===== config.mk =====
export PLATFORM = sky130hd
export DESIGN_NAME = conv3x3_window_ctrl
export DESIGN_NICKNAME = d
export VERILOG_FILES = /design/src/rtl/conv3x3_window_ctrl.sv
export SDC_FILE = /design/constraint.sdc
export NUM_CORES = 1
export LEC_CHECK = 0
export ABC_AREA = 1
export BUFFER_PORTS_ARGS = -buffer_cell sky130_fd_sc_hd__buf_2
export CAP_MARGIN = 20
export CORE_MARGIN = 5
export CORE_UTILIZATION = 40
export CTS_CLUSTER_SIZE = 30
export DETAILED_ROUTE_END_ITERATION = 7
export PLACE_DENSITY_LB_ADDON = 0.3
export SLEW_MARGIN = 20
export SYNTH_ARGS = -nofsm -noshare
export SYNTH_HDL_FRONTEND = slang
export SYNTH_SLANG_ARGS = --single-unit

===== constraint.sdc =====
create_clock -name clk -period 2 [get_ports clk]
set_clock_uncertainty 0.05 [all_clocks]
set_input_delay 0.4 -clock clk [delete_from_list [all_inputs] [get_ports clk]]
set_output_delay 0.4 -clock clk [all_outputs]
set_load 0.01 [all_outputs]

===== src/rtl/conv3x3_window_ctrl.sv =====
// Sequencer for a 3x3 stride-1 window generator (shift register + two line
// buffers). Consumes a raster pixel stream, drives the generator shift enable,
// qualifies only windows fully inside the image and freezes the generator
// while the convolution engine applies backpressure.
//
// state | meaning
// IDLE  | waiting for start, stream not accepted
// RUN   | accepting pixels, tracking row/col, qualifying windows
// DRAIN | last pixel shifted, waiting for the final window to be taken
// DONE  | one-cycle frame_done pulse, then back to IDLE
module conv3x3_window_ctrl #(
  parameter int IMG_WIDHT  = 220,
  parameter int IMG_HEIGHT = 220,
  parameter int CNT_W      = 16
) (
  input  logic             clk,
  input  logic             rst,
  input  logic             start,
  input  logic             abort,
  input  logic             s_valid,
  output logic             s_ready,
  output logic             shift_en,
  input  logic             w_ready,
  output logic             window_valid,
  output logic [CNT_W-1:0] win_row,
  output logic [CNT_W-1:0] win_col,
  output logic             frame_done,
  output logic             busy
);

  typedef enum logic [1:0] {
    ST_IDLE,
    ST_RUN,
    ST_DRAIN,
    ST_DONE
  } state_t;

  localparam logic [CNT_W-1:0] LP_LAST_COL = CNT_W'(IMG_WIDHT - 1);
  localparam logic [CNT_W-1:0] LP_LAST_ROW = CNT_W'(IMG_HEIGHT - 1);
  localparam logic [CNT_W-1:0] LP_TWO      = CNT_W'(2);

  state_t           r_state;
  logic [CNT_W-1:0] r_row;
  logic [CNT_W-1:0] r_col;
  logic [CNT_W-1:0] r_win_row;
  logic [CNT_W-1:0] r_win_col;
  logic             r_win_valid;
  logic             r_frame_done;

  logic w_s_ready;
  logic w_shift;
  logic w_accept;
  logic w_qualify;

  // Handshake and window qualification for the pixel currently offered.
  // A pending window that is not taken freezes the stream, which keeps the
  // generator contents and the registered coordinates stable.
  always_comb begin
    w_s_ready = (r_state == ST_RUN) && (!r_win_valid || w_ready);
    w_shift   = s_valid && w_s_ready;
    w_accept  = r_win_valid && w_ready;
    w_qualify = (r_row >= LP_TWO) && (r_col >= LP_TWO);
  end

  // Frame FSM, row/col tracking and registered window outputs.
  always_ff @(posedge clk or negedge rst) begin
    if (!rst) begin
      r_state      <= ST_IDLE;
      r_row        <= '0;
      r_col        <= '0;
      r_win_row    <= '0;
      r_win_col    <= '0;
      r_win_valid  <= 1'b0;
      r_frame_done <= 1'b0;
    end else if (abort) begin
      r_state      <= ST_IDLE;
      r_row        <= '0;
      r_col        <= '0;
      r_win_valid  <= 1'b0;
      r_frame_done <= 1'b0;
    end else begin
      r_frame_done <= 1'b0;
      case (r_state)
        ST_IDLE: begin
          if (start) begin
            r_state <= ST_RUN;
            r_row   <= '0;
            r_col   <= '0;
          end
        end
        ST_RUN: begin
          if (w_shift) begin
            // The new pixel decides validity even if the old window was taken.
            r_win_valid <= w_qualify;
            if (w_qualify) begin
              r_win_row <= r_row - LP_TWO;
              r_win_col <= r_col - LP_TWO;
            end
            if (r_col == LP_LAST_COL) begin
              r_col <= '0;
              if (r_row == LP_LAST_ROW) begin
                r_state <= ST_DRAIN;
              end else begin
                r_row <= r_row + 1'b1;
              end
            end else begin
              r_col <= r_col + 1'b1;
            end
          end else if (w_accept) begin
            r_win_valid <= 1'b0;
          end
        end
        ST_DRAIN: begin
          if (!r_win_valid || w_accept) begin
            r_win_valid  <= 1'b0;
            r_state      <= ST_DONE;
            r_frame_done <= 1'b1;
          end
        end
        ST_DONE: begin
          r_state <= ST_IDLE;
        end
        default: begin
          r_state <= ST_IDLE;
        end
      endcase
    end
  end

  assign s_ready      = w_s_ready;
  assign shift_en     = w_shift;
  assign window_valid = r_win_valid;
  assign win_row      = r_win_row;
  assign win_col      = r_win_col;
  assign frame_done   = r_frame_done;
  assign busy         = (r_state != ST_IDLE);

endmodule


Word-level counts from Yosys, hierarchy flattened. Index checks and enable logic that the tools add are counted.

Register bits: 68. Input port bits: 6.

Magnitude comparators: 2. Bitwise operators: 1. Muxes and demuxes: 25. Equality and inequality tests: 12. Reduce and logical (&&, ||, !) cells: 16. Add/sub/neg operators: 4.

Operator list (count): $mux W16 (8); $pmux W16 S2 (2); $add A16 B1 Y16 const B (2); $eq A16 B8 Y1 const B (2); $ge A16 B2 Y1 const B (2); $sub A16 B2 Y16 const B (2); $mux W2 (6); $ne A3 B3 Y1 const B (4); $reduce_and A5 Y1 (2); $pmux W2 S4 (1); $mux W1 (7); $ne A3 B2 Y1 const B (2); $reduce_and A3 Y1 (2); $reduce_bool A3 Y1 (2); $eq A2 B2 Y1 const B (2); $logic_and A1 B1 Y1 (4); $ne A4 B4 Y1 const B (1); $reduce_and A4 Y1 (1); $eq A2 B1 Y1 const B (1); $logic_not A2 Y1 (1); $logic_or A1 B1 Y1 (2); $pmux W1 S2 (1); $reduce_bool A2 Y1 (1); $logic_not A1 Y1 (1); $not A1 Y1 (1).

Logic depth before layout (Yosys ltp).
Depth in word-level cells: 7. Mapped depth: 13. Depth with buffers taken out: 12.

Least setup slack after synthesis. Ideal clock, no wire load.

Path kind: register -> register. From: reg r_state[1]. To: reg r_row[10]. Data required time: 1.832 ns. Setup slack: 0.303 ns. Stages on the path, launching flop included: 13. Library setup time: 0.118 ns. Buffers on the path: 2. Period minus slack after synthesis: 1.697 ns. Arrival: 1.529 ns. Cell sequence: dfrtp_1 > inv_1 > ha_1 > buf_6 > inv_2 > nor2_8 > nand2_1 > nand2_1 > inv_2 > nand3_4 > buf_6 > nand2_1 > o21ai_2.

Cells in the longest elaborated chain, start to end: 5.

Ends and longest elaborated chain: from (decl) (line 42) `state_t r_state;`; from (signal assigned) (line 68) `r_state <= ST_IDLE;`; from (signal assigned) (line 76) `r_state <= ST_IDLE;`; from (signal assigned) (line 86) `r_state <= ST_RUN;`; $eq A2 B1 Y1 (line 59, 83); $logic_and A1 B1 Y1 (line 59) `w_s_ready = (r_state == ST_RUN) && (!r_win_valid || w_ready);`; $logic_and A1 B1 Y1 (line 60) `w_shift = s_valid && w_s_ready;`; $ne A3 B3 Y1 (no source line); $reduce_and A5 Y1 (no source line); to (signal assigned) (line 104) `r_row <= r_row + 1'b1;`; to (decl) (line 43) `logic [CNT_W-1:0] r_row;`.

Several ways; a longest one is shown, not always the timed one. A chain may end at the register's enable or synchronous reset.

Final worst setup path.
From: reg r_state[1]. To: out shift_en.

Cells in the longest elaborated chain, start to end: 3.

Ends and longest elaborated chain: $eq A2 B1 Y1 (line 59); $logic_and A1 B1 Y1 (line 59); $logic_and A1 B1 Y1 (line 60); to (decl) (line 22) `output logic shift_en,`.

Every way passes these cells.

==> flow_summary_export.csv <==
group,metric,value,unit
floorplanning,start_util,40.6,%
timing,slew_headroom,72.2,%
power_and_ir_drop,p_int,2.62,mW
place,portBuffers,42,
logic_synthesis,synth_cell_types,33,
power_and_ir_drop,combPwrFrac,31.9,%
timing,fmax,0.525,GHz
power_and_ir_drop,leakagePower,2.64,nW
worst_setup_path,timing.reg2reg.setup_slack,0.14,ns
logic_synthesis,yosysWarnings,0,
cts,cts_buffers,9,
cts,clk_latency,0.35,ns
timing,whs,-0.00702,ns
worst_setup_path,path_max_fanout,4,
cts,cts_setup_buffers,0,
power_and_ir_drop,clkPwrFrac,30.9,%
floorplanning,die_h,115,um
logic_synthesis,netlist.area_leader.share,38.8,%
timing,setup_viol,0,
logic_synthesis,synth_nets,604,
route,drtIter0Drc,352,
cts,path_clk_slew,0.07,ns
route,first_pass_iters,5,
logic_synthesis,yosysSeqAreaShare,38.8,%
power_and_ir_drop,p_sw_share,36.2,%
worst_setup_path,r2r-end,"r_col[10]$_DFFE_PN0P_",
cells_and_area,final_common_cell,"nand2_1",
logic_synthesis,synth-main-ff-cell,"dfrtp_1",
cts,cts.sinks,68,
worst_setup_path,critical_path_class,"flip-flop to output port",
cts,root_buffer,"clkbuf_8",
power_and_ir_drop,powerDensity,827,nW/um^2
logic_synthesis,avgSynthCellArea,7.47,sq um
cts,cts_hold_buf,0,
route,avgRoutedWirePerCell,13.9,um
floorplanning,fp.dieArea,13200,sq um
cells_and_area,multiInputGateArea,2270,sq um
cells_and_area,areaGrowthSynthToFinish,13.3,%
logic_synthesis,synth_area,4390,sq um
worst_setup_path,cp.arrival,1.46,ns
logic_synthesis,syn_inst,587,
place,hpwl,8240,um
power_and_ir_drop,seqPwrFrac,37.2,%
place,gp_congestion,0.902,
timing,rsz0062_at_grt,"no",
worst_setup_path,r2r-start,"r_state[1]$_DFFE_PN0P_",
worst_setup_path,startpoint_type,"flip-flop",
floorplanning,io_pins,43,
cells_and_area,fill_cells,1068,
cells_and_area,layout_common_cells,"nand2_1 (180), dfrtp_1 (68), nor2_1 (63)",
logic_synthesis,synth_top_cell_by_area,"dfrtp_1",
cts,tritoncts,"done",
flow_run,cap_violations,0,
cells_and_area,antennaDiodeCount,0,
logic_synthesis,synth-edff-count,0,
timing,finalSetupTns,0,ns
route,ant_nets,0,
route,drc_errors,0,
timing,finalMaxSlewViolations,0,
grt,grt_max_degree,69,
timing,worst_pin_slew,0.417,ns
worst_setup_path,required,1.55,ns
grt,antenna_found_initial,0,
hold_path,hold_path.class,"primary input to async pin",
power_and_ir_drop,power,4.11,mW
grt,grt_pass1_vias,3714,
cells_and_area,drive_gt1_share,18.7,%
cts,clockBufferDepth,2,
cells_and_area,nNetsFinal,648,
timing,fin_crit,1.91,ns
logic_synthesis,synth_area_leaders,"dfrtp_1 (39%), nand2_1 (15%), nor2_1 (5.5%)",
grt,grt_usage,17.5,%
worst_setup_path,r2r.worst_path.cells,11,
route,viasPerCell,4.98,
cells_and_area,seq_area,1700,sq um
grt,grt_pass1_wl,18300,um
timing,hold_violations,4,
grt,gr-total-overflow,0,
floorplanning,die_x,115,um
power_and_ir_drop,switchingPower,1.49,mW
worst_setup_path,worstSetupEndpointType,"output port",
route,routed_wl,10800,um
logic_synthesis,ys_ff_latch,68,
power_and_ir_drop,vdd_drop_max,0.000467,V
logic_synthesis,async_flop_share,100,%
timing,min_period_over_period,95.3,%
cells_and_area,postLayoutCoreUtil,46.0,%
floorplanning,placeableCoreArea,10800,sq um
outcome,run_status,"finished with violations",
floorplanning,row_count,38,
outcome,failed_checks,"hold timing",
route,num_vias,3864,
cts,cts_htree_levels,3,
==> how the worst max path moves through the flow <==
stage / start / to / slack [ns] / depth (start not counted)
6_report: r_state[1]$_DFFE_PN0P_ / shift_en / 0.09 / 5
5_1_grt: r_state[1]$_DFFE_PN0P_ / r_col[10]$_DFFE_PN0P_ / 0.004 / 11
4_1_cts: r_col[2]$_DFFE_PN0P_ / win_col[15]$_DFFE_PN0P_ / 0.06 / 9
3_5_place_dp: r_col[1]$_DFFE_PN0P_ / win_col[15]$_DFFE_PN0P_ / 0.05 / 9
3_3_place_gp: r_col[1]$_DFFE_PN0P_ / win_col[15]$_DFFE_PN0P_ / 0.12 / 9
2_1_floorplan: r_state[1]$_DFFE_PN0P_ / r_row[10]$_DFFE_PN0P_ / 0.30 / 12
==> per-stage QoR <==
| stage | instance area [sq um] | cells | setup slack, ns |
|---|---|---|---|
| 6_report | 4970 | 776 | 0.0949 |
| 3_3_place_gp | 4730 | 760 | 0.116 |
| 5_1_grt | 4970 | 776 | 0.00388 |
| 2_1_floorplan | 4390 | 587 | 0.303 |
| 3_5_place_dp | 4730 | 760 | 0.0524 |
| 4_1_cts | 4950 | 776 | 0.0560 |
==> flip-flops by register name, summed over array words and instances (netlist names) <==
register and count:
r_state 2, r_col 16, win_row 16, r_row 16
window_valid 1, win_col 16, frame_done 1
==> power groups by stage <==
| stage | logic (mW) | clock network [mW] | registers [mW] |
|---|---|---|---|
| after floorplan | 0.946 | 0 | 1.56 |
| after global placement | 1.28 | 0 | 1.55 |
| after detailed placement | 1.29 | 0 | 1.56 |
| after CTS | 1.30 | 1.30 | 1.53 |
| after global routing | 1.45 | 1.37 | 1.54 |
| final | 1.31 | 1.27 | 1.53 |
==> Yosys cell counts (3+ instances only) <==
library cell / count
nand2_1: 181
dfrtp_1: 68
nor2_1: 64
inv_1: 53
nand3_1: 39
nand4_1: 23
o21ai_1: 21
xor2_1: 21
o21ai_0: 20
buf_6: 13
o21ai_2: 13
ha_1: 11
buf_2: 9
nor2_2: 7
nor2_4: 6
a21oi_1: 4
buf_4: 4
inv_2: 4
nor3_1: 4
nand2_2: 3
nand3_2: 3
==> critical path, cell delays in order, from the launching register on <==
cell	delay (ns)
dfrtp_1	0.40
inv_1	0.08
ha_1	0.22
nand3_1	0.17
inv_1	0.10
buf_2	0.13
==> cells by family after synthesis <==
family | count (synthesis) | share of synthesized area, %
and+or+nand+nor | 336 | 34.5
buffers and inverters | 84 | 10.0
DFF | 68 | 38.8
AOI/OAI and AO/OA | 65 | 8.93
xor gates and xnor gates | 23 | 4.59
adders and majority gates | 11 | 3.14
==> repair_timing <==
item	4_1_cts	5_1_grt
gates resized for setup	0	7
hold endpoints to repair	0	0
endpoints found under the setup margin	0	7
==> routing by layer <==
metal | track usage (%) | share of wire (%) | vias up
li1 | - | - | 1967
met2 | 26.2 | 44 | 132
met1 | 25.4 | 48 | 1750
met3 | 3.12 | 5.7 | 15
met5 | 0 | 0 | -
met4 | 6.26 | 2.0 | 0
==> final cells by class <==
| class | count | share of cell area, % |
|---|---|---|
| multi-input combinational | 435 | 45.6 |
| sequential | 68 | 34.2 |
| timing repair buffer | 60 | 7.96 |
| inverter | 57 | 4.31 |
| tap | 140 | 3.52 |
| clock buffer | 12 | 2.92 |
| clock inverter | 4 | 1.46 |
Power figures use the tool's default switching activity.
